===== config.mk =====
export PLATFORM = sky130hd
export DESIGN_NAME = mem_readout_sched
export DESIGN_NICKNAME = d
export VERILOG_FILES = /design/src/rtl/mem_readout_sched_pkg.sv /design/src/rtl/mem_readout_sched_prio.sv /design/src/rtl/mem_readout_sched.sv
export SDC_FILE = /design/constraint.sdc
export NUM_CORES = 1
export LEC_CHECK = 0
export ABC_AREA = 1
export BUFFER_PORTS_ARGS = -buffer_cell sky130_fd_sc_hd__buf_2
export CAP_MARGIN = 25
export CORE_UTILIZATION = 50
export CTS_CLUSTER_DIAMETER = 40
export DETAILED_ROUTE_END_ITERATION = 10
export GPL_ROUTABILITY_DRIVEN = 0
export HOLD_SLACK_MARGIN = 0.03
export PLACE_DENSITY = 0.7
export SLEW_MARGIN = 40
export SYNTH_ARGS = -nofsm -noshare
export SYNTH_HDL_FRONTEND = slang
export SYNTH_SLANG_ARGS = --single-unit

===== constraint.sdc =====
create_clock -name clk -period 3.5 [get_ports clk]
set_input_delay 0.175 -clock clk [delete_from_list [all_inputs] [get_ports clk]]
set_output_delay 0.175 -clock clk [all_outputs]
set_load 0.01 [all_outputs]

===== src/rtl/mem_readout_sched_pkg.sv =====
// ============================================================================
// mem_readout_sched_pkg : port/select constants, port-to-select code table and
//                         readout FSM state type, shared with the stream mux.
// Revision: 1.0
// ============================================================================
`default_nettype none

package mem_readout_sched_pkg;

    localparam int NPORTS = 12;
    localparam int CNT_W  = 6;

    localparam logic [3:0] SEL_HEADER = 4'b1111;
    localparam logic [3:0] SEL_IDLE   = 4'b0000;

    typedef enum logic [1:0] {
        ST_IDLE   = 2'd0,
        ST_HEADER = 2'd1,
        ST_READ   = 2'd2
    } state_t;

    // Codes 1010 and 1110 are skipped so ports 09..11 land on 1011..1101.
    function automatic logic [3:0] sel_code(input logic [3:0] port);
        sel_code = (port < 4'd9) ? (port + 4'd1) : (port + 4'd2);
    endfunction

endpackage

`default_nettype wire


===== src/rtl/mem_readout_sched_prio.sv =====
// ============================================================================
// prio_enc12 : combinational 12-input priority encoder, lowest index wins.
// Revision: 1.0
// ============================================================================
`default_nettype none

module prio_enc12 (
    input  logic [11:0] req_i,
    output logic [3:0]  idx_o,
    output logic        valid_o
);

    always_comb begin
        idx_o   = 4'd0;
        valid_o = 1'b0;
        for (int i = 11; i >= 0; i--) begin
            if (req_i[i]) begin
                idx_o   = 4'(i);
                valid_o = 1'b1;
            end
        end
    end

endmodule

`default_nettype wire


===== src/rtl/mem_readout_sched.sv =====
// ============================================================================
// mem_readout_sched : per-BX readout scheduler for the 12-port stream mux;
//                     header slot, then gap-free reads under a word budget.
// Revision: 1.0
// ============================================================================
`default_nettype none

module mem_readout_sched
    import mem_readout_sched_pkg::*;
#(
    parameter int RD_LAT      = 1,
    parameter int WORD_BUDGET = 100
) (
    input  logic                    clk,
    input  logic                    reset,
    input  logic                    start,
    input  logic [2:0]              rd_bx,
    input  logic [NPORTS*CNT_W-1:0] nentries,
    output logic [NPORTS-1:0]       rd_en,
    output logic [3+CNT_W-1:0]      rd_add,
    output logic [3:0]              sel_out,
    output logic [2:0]              bx_out,
    output logic                    busy,
    output logic                    done,
    output logic                    truncated
);

    localparam int              WC_W   = $clog2(WORD_BUDGET + 1);
    localparam logic [WC_W-1:0] BUDGET = WC_W'(WORD_BUDGET);

    state_t                         state_q, state_d;
    logic [NPORTS-1:0][CNT_W-1:0]   rem_q, rem_d;
    logic [NPORTS-1:0][CNT_W-1:0]   idx_q, idx_d;
    logic [2:0]                     bx_q, bx_d;
    logic [WC_W-1:0]                wcnt_q, wcnt_d;
    logic                           done_q, done_d;
    logic                           trunc_q, trunc_d;
    logic [RD_LAT-1:0][6:0]         pipe_q;

    logic [NPORTS-1:0]              req, last, grant;
    logic [3:0]                     enc_idx;
    logic                           enc_valid;
    logic [CNT_W-1:0]               idx_mux;
    logic [3:0]                     sel_pre;
    logic [2:0]                     bx_pre;

    always_comb begin
        for (int i = 0; i < NPORTS; i++) begin
            req[i]  = (rem_q[i] != '0);
            last[i] = (rem_q[i] == CNT_W'(1));
        end
    end

    prio_enc12 u_prio (
        .req_i   (req),
        .idx_o   (enc_idx),
        .valid_o (enc_valid)
    );

    assign grant = enc_valid ? (NPORTS'(1) << enc_idx) : '0;

    always_comb begin
        state_d = state_q;
        rem_d   = rem_q;
        idx_d   = idx_q;
        bx_d    = bx_q;
        wcnt_d  = wcnt_q;
        done_d  = 1'b0;
        trunc_d = 1'b0;
        rd_en   = '0;
        rd_add  = '0;
        sel_pre = SEL_IDLE;
        bx_pre  = '0;
        idx_mux = '0;
        for (int i = 0; i < NPORTS; i++) begin
            if (grant[i]) idx_mux = idx_q[i];
        end

        unique case (state_q)
            ST_IDLE: ;
            ST_HEADER: begin
                sel_pre = SEL_HEADER;
                bx_pre  = bx_q;
                wcnt_d  = WC_W'(1);
                if (req == '0) begin
                    state_d = ST_IDLE;
                    done_d  = 1'b1;
                end else if (wcnt_d >= BUDGET) begin
                    state_d = ST_IDLE;
                    done_d  = 1'b1;
                    trunc_d = 1'b1;
                end else begin
                    state_d = ST_READ;
                end
            end
            ST_READ: begin
                if (enc_valid) begin
                    rd_en   = grant;
                    rd_add  = {bx_q, idx_mux};
                    sel_pre = sel_code(enc_idx);
                    bx_pre  = bx_q;
                    wcnt_d  = wcnt_q + WC_W'(1);
                    for (int i = 0; i < NPORTS; i++) begin
                        if (grant[i]) begin
                            rem_d[i] = rem_q[i] - CNT_W'(1);
                            idx_d[i] = idx_q[i] + CNT_W'(1);
                        end
                    end
                end
                // Finish decision is taken on the issuing cycle so done lands right after it.
                if ((req & ~(grant & last)) == '0) begin
                    state_d = ST_IDLE;
                    done_d  = 1'b1;
                end else if (wcnt_d >= BUDGET) begin
                    state_d = ST_IDLE;
                    done_d  = 1'b1;
                    trunc_d = 1'b1;
                end
            end
            default: state_d = ST_IDLE;
        endcase

        if (start) begin
            state_d = ST_HEADER;
            rem_d   = nentries;
            idx_d   = '0;
            bx_d    = rd_bx;
            wcnt_d  = '0;
            done_d  = 1'b0;
            trunc_d = 1'b0;
            rd_en   = '0;
            rd_add  = '0;
            sel_pre = SEL_IDLE;
            bx_pre  = '0;
        end
    end

    always_ff @(posedge clk) begin
        if (reset) begin
            state_q <= ST_IDLE;
            rem_q   <= '0;
            idx_q   <= '0;
            bx_q    <= '0;
            wcnt_q  <= '0;
            done_q  <= 1'b0;
            trunc_q <= 1'b0;
            pipe_q  <= '0;
        end else begin
            state_q <= state_d;
            rem_q   <= rem_d;
            idx_q   <= idx_d;
            bx_q    <= bx_d;
            wcnt_q  <= wcnt_d;
            done_q  <= done_d;
            trunc_q <= trunc_d;
            pipe_q[0] <= {sel_pre, bx_pre};
            for (int i = 1; i < RD_LAT; i++) begin
                pipe_q[i] <= pipe_q[i-1];
            end
        end
    end

    assign sel_out   = pipe_q[RD_LAT-1][6:3];
    assign bx_out    = pipe_q[RD_LAT-1][2:0];
    assign busy      = (state_q != ST_IDLE);
    assign done      = done_q;
    assign truncated = trunc_q;

endmodule

`default_nettype wire

==> out/qor.csv <==
metric,value,unit
status,finished with violations,
violations,negative setup slack,
synth.most_common_cell,nand2_1,
layout.nets,1715,
peakVddDrop,0.369,mV
drc,0,
yosys.area_share.simple,0.259,
reg2reg_depth,24,
timing.rr.end,state_q[1],
num_rows,50,
startpoint_type,flip-flop,
cts_made_buffers,17,
synth_cell_types,45,
cp_slowest_cell,dfxtp_1,
grt_usage,0.277,
fmax,278,MHz
finalCritPeriodShare,1.03,
drive_gt1_frac,0.201,
layout_setup_ws,-0.0984,ns
end_kind,output pin,
drv_slew,0,
insertion_delay,0.44,ns
grt_first_pass_wirelength,43900,µm
grt_max_degree,72,
cpPeakStageDelay,0.33,ns
ys_ff_latch,165,
hold_class,input port to flip-flop,
drt-pass1-iter-count,5,
avgSynthCellArea,6.87,µm²
synth_common_cells,"nand2_1 (241), inv_1 (201), dfxtp_1 (165)",
initial_utilization,0.516,
cp.required,3.32,ns
place_ws,-0.111,ns
io_buffer_count,108,
powerDensity,393,nW/µm²
htreeDepth,4,
synth_top_area_share,0.338,
yosysTopAreaCell,dfxtp_1,
worst_pin_slew,0.735,ns
clockRootBuffer,clkbuf_16,
design_power_total,4750,µW
drt_wl_total,27200,µm
clock_skew,0.00878,ns
holdWs,0.0262,ns
die_height,142,µm
cts_tree,built,
rsz0062_at_grt,yes,
cp_data_arrival_time,3.42,ns
coreArea,19000,µm²
num_io_pins,109,
ant_nets,0,
synth_ff_type,dfxtp_1,
antenna_cells,0,
viasPerCell,5.32,
cp.depth,27,
path_delay_family,simple AND/OR/NAND/NOR gates,
synth_top_family_by_area,simple AND/OR/NAND/NOR gates,
reg2reg_from,rem_q[55],
synth-compound-area-share,0.208,
syn_to_final_growth,23.5,%
synth_area,9780,µm²
overflow,0,
wire_per_inst,14.6,µm
leakagePower,0.00489,µW
grt_pass1_vias,9043,
cp_max_fo,6,
synth-xor-area-share,0.0367,
synthMuxAreaShare,0,
maxCapViolCount,0,
die_area,20100,µm²
crit_type,flip-flop to output pin,
path_common_cell,nand2_1,
final.setup.tns,-0.432,ns
synth.yosys.seq_area_share,0.338,
finalSetupViolations,6,
final_util,0.637,
route.vias.total,9885,
clkTransAtPathRegs,0.06,ns
syn_nets,1550,
cts_max_path_buffers,2,
endpoint,rd_add[0],
async_reset_ff_frac,0,
startpoint,rem_q[49],
synth_edf_count,0,
relSlewSlack,0.510,
dp_hpwl,19300,µm
synth_area_leaders,"dfxtp_1 (34%), nand2_1 (9.3%), inv_1 (7.7%), o21ai_0 (7.6%), a21oi_1 (7.5%)",
path_buf_inv,4,
cts_sinks,165,
rrSetupSlack,0.24,ns
hold_viol_final,0,
ys.warnings.count,0,
antenna_found_initial,0,
synth-adder-area-share,0.0627,
period_minus_slack,3.60,ns
first_iter_violations,872,
netlist_instances,1423,
dieWidth,142,µm
-- cell type report --
type	instances	area [µm²]
fill	1703	6880
multi-input combinational	1007	5820
sequential	165	3310
timing repair buffer	182	1190
inverter	215	822
clock buffer	23	508
tap	260	325
clock inverter	7	93.8
-- worst reg2reg max path: cells and delay by family, from the launching register on --
| kind | cells | cell delay, ns |
|---|---|---|
| AND/OR/NAND/NOR | 13 | 1.43 |
| buffers and inverters | 5 | 0.52 |
| AO/OA/AOI/OAI | 3 | 0.45 |
| adder cells (fa/ha/maj) | 3 | 0.43 |
| flip-flops | 1 | 0.32 |
-- kinds of logic after synthesis --
logic type,Yosys count
buf+inv,251
xor+xnor,41
simple gates,543
fa+ha+maj,49
flops,165
compound gates,374
-- state kept, by name, summed over array words and instances, names as in the netlist --
| register | cells |
|---|---|
| idx_q | 72 |
| rem_q | 72 |
| pipe_q | 7 |
| wcnt_q | 7 |
| bx_q | 3 |
| state_q | 2 |
| done | 1 |
| truncated | 1 |
-- worst min-delay path by stage --
stage / startpoint / end / slack, ns / cells past startpoint
2_1_floorplan: rd_bx[0] / bx_q[0] / 0.32 / 2
3_3_place_gp: nentries[51] / rem_q[51] / 0.42 / 3
3_5_place_dp: nentries[51] / rem_q[51] / 0.44 / 3
4_1_cts: nentries[4] / rem_q[4] / 0.03 / 3
5_1_grt: nentries[40] / rem_q[40] / 0.04 / 3
6_report: nentries[59] / rem_q[59] / 0.03 / 3
-- power by group --
| part | switching, µW | total (µW) | internal, µW |
|---|---|---|---|
| registers | 69.0 | 2010 | 1950 |
| clock network | 782 | 1940 | 1160 |
| logic | 471 | 794 | 323 |
| total | 1320 | 4750 | 3430 |
-- metal layers --
layer,routed length (µm),track usage,share of wire
met5,0,0,0
met4,563,0.0956,0.021
met3,1750,0.0537,0.065
met2,12200,0.438,0.45
met1,12700,0.375,0.47
-- cells in the final DEF (no fill, tap or decap), drive strengths merged, types with 4 or more instances in the layout --
| master | Yosys | layout |
|---|---|---|
| xnor2 | 20 | 20 |
| nor4 | 8 | 8 |
| clkinvlp | 0 | 4 |
| nor3b | 4 | 4 |
| o221ai | 7 | 7 |
| a22oi | 6 | 6 |
| nor3 | 35 | 35 |
| nand4 | 22 | 22 |
| a211oi | 6 | 6 |
| buf | 1 | 151 |
| nor2 | 161 | 161 |
| a21oi | 146 | 146 |
| nand3 | 51 | 51 |
| o21ai | 158 | 158 |
| ha | 49 | 49 |
| o22ai | 4 | 4 |
| a31oi | 26 | 26 |
| clkbuf | 35 | 23 |
| dfxtp | 165 | 165 |
| dlygate4sd3 | 0 | 31 |
| nand2 | 257 | 257 |
| xor2 | 21 | 21 |
| inv | 215 | 214 |
-- stage by stage --
step	instances	cell area [µm²]
after floorplan	1423	9780
after global placement	1783	10700
after detailed placement	1783	10700
after CTS	1850	11900
after global routing	1859	12100
final	1859	12100
-- what timing repair did --
item	in CTS	in global routing
endpoints found under the setup margin	23	15
pin swaps	20	18
resized for setup	56	36
buffers inserted	7	8
hold endpoints to repair	30	1
hold buffers	30	1
No activity file was read; power rests on OpenSTA's default activity.
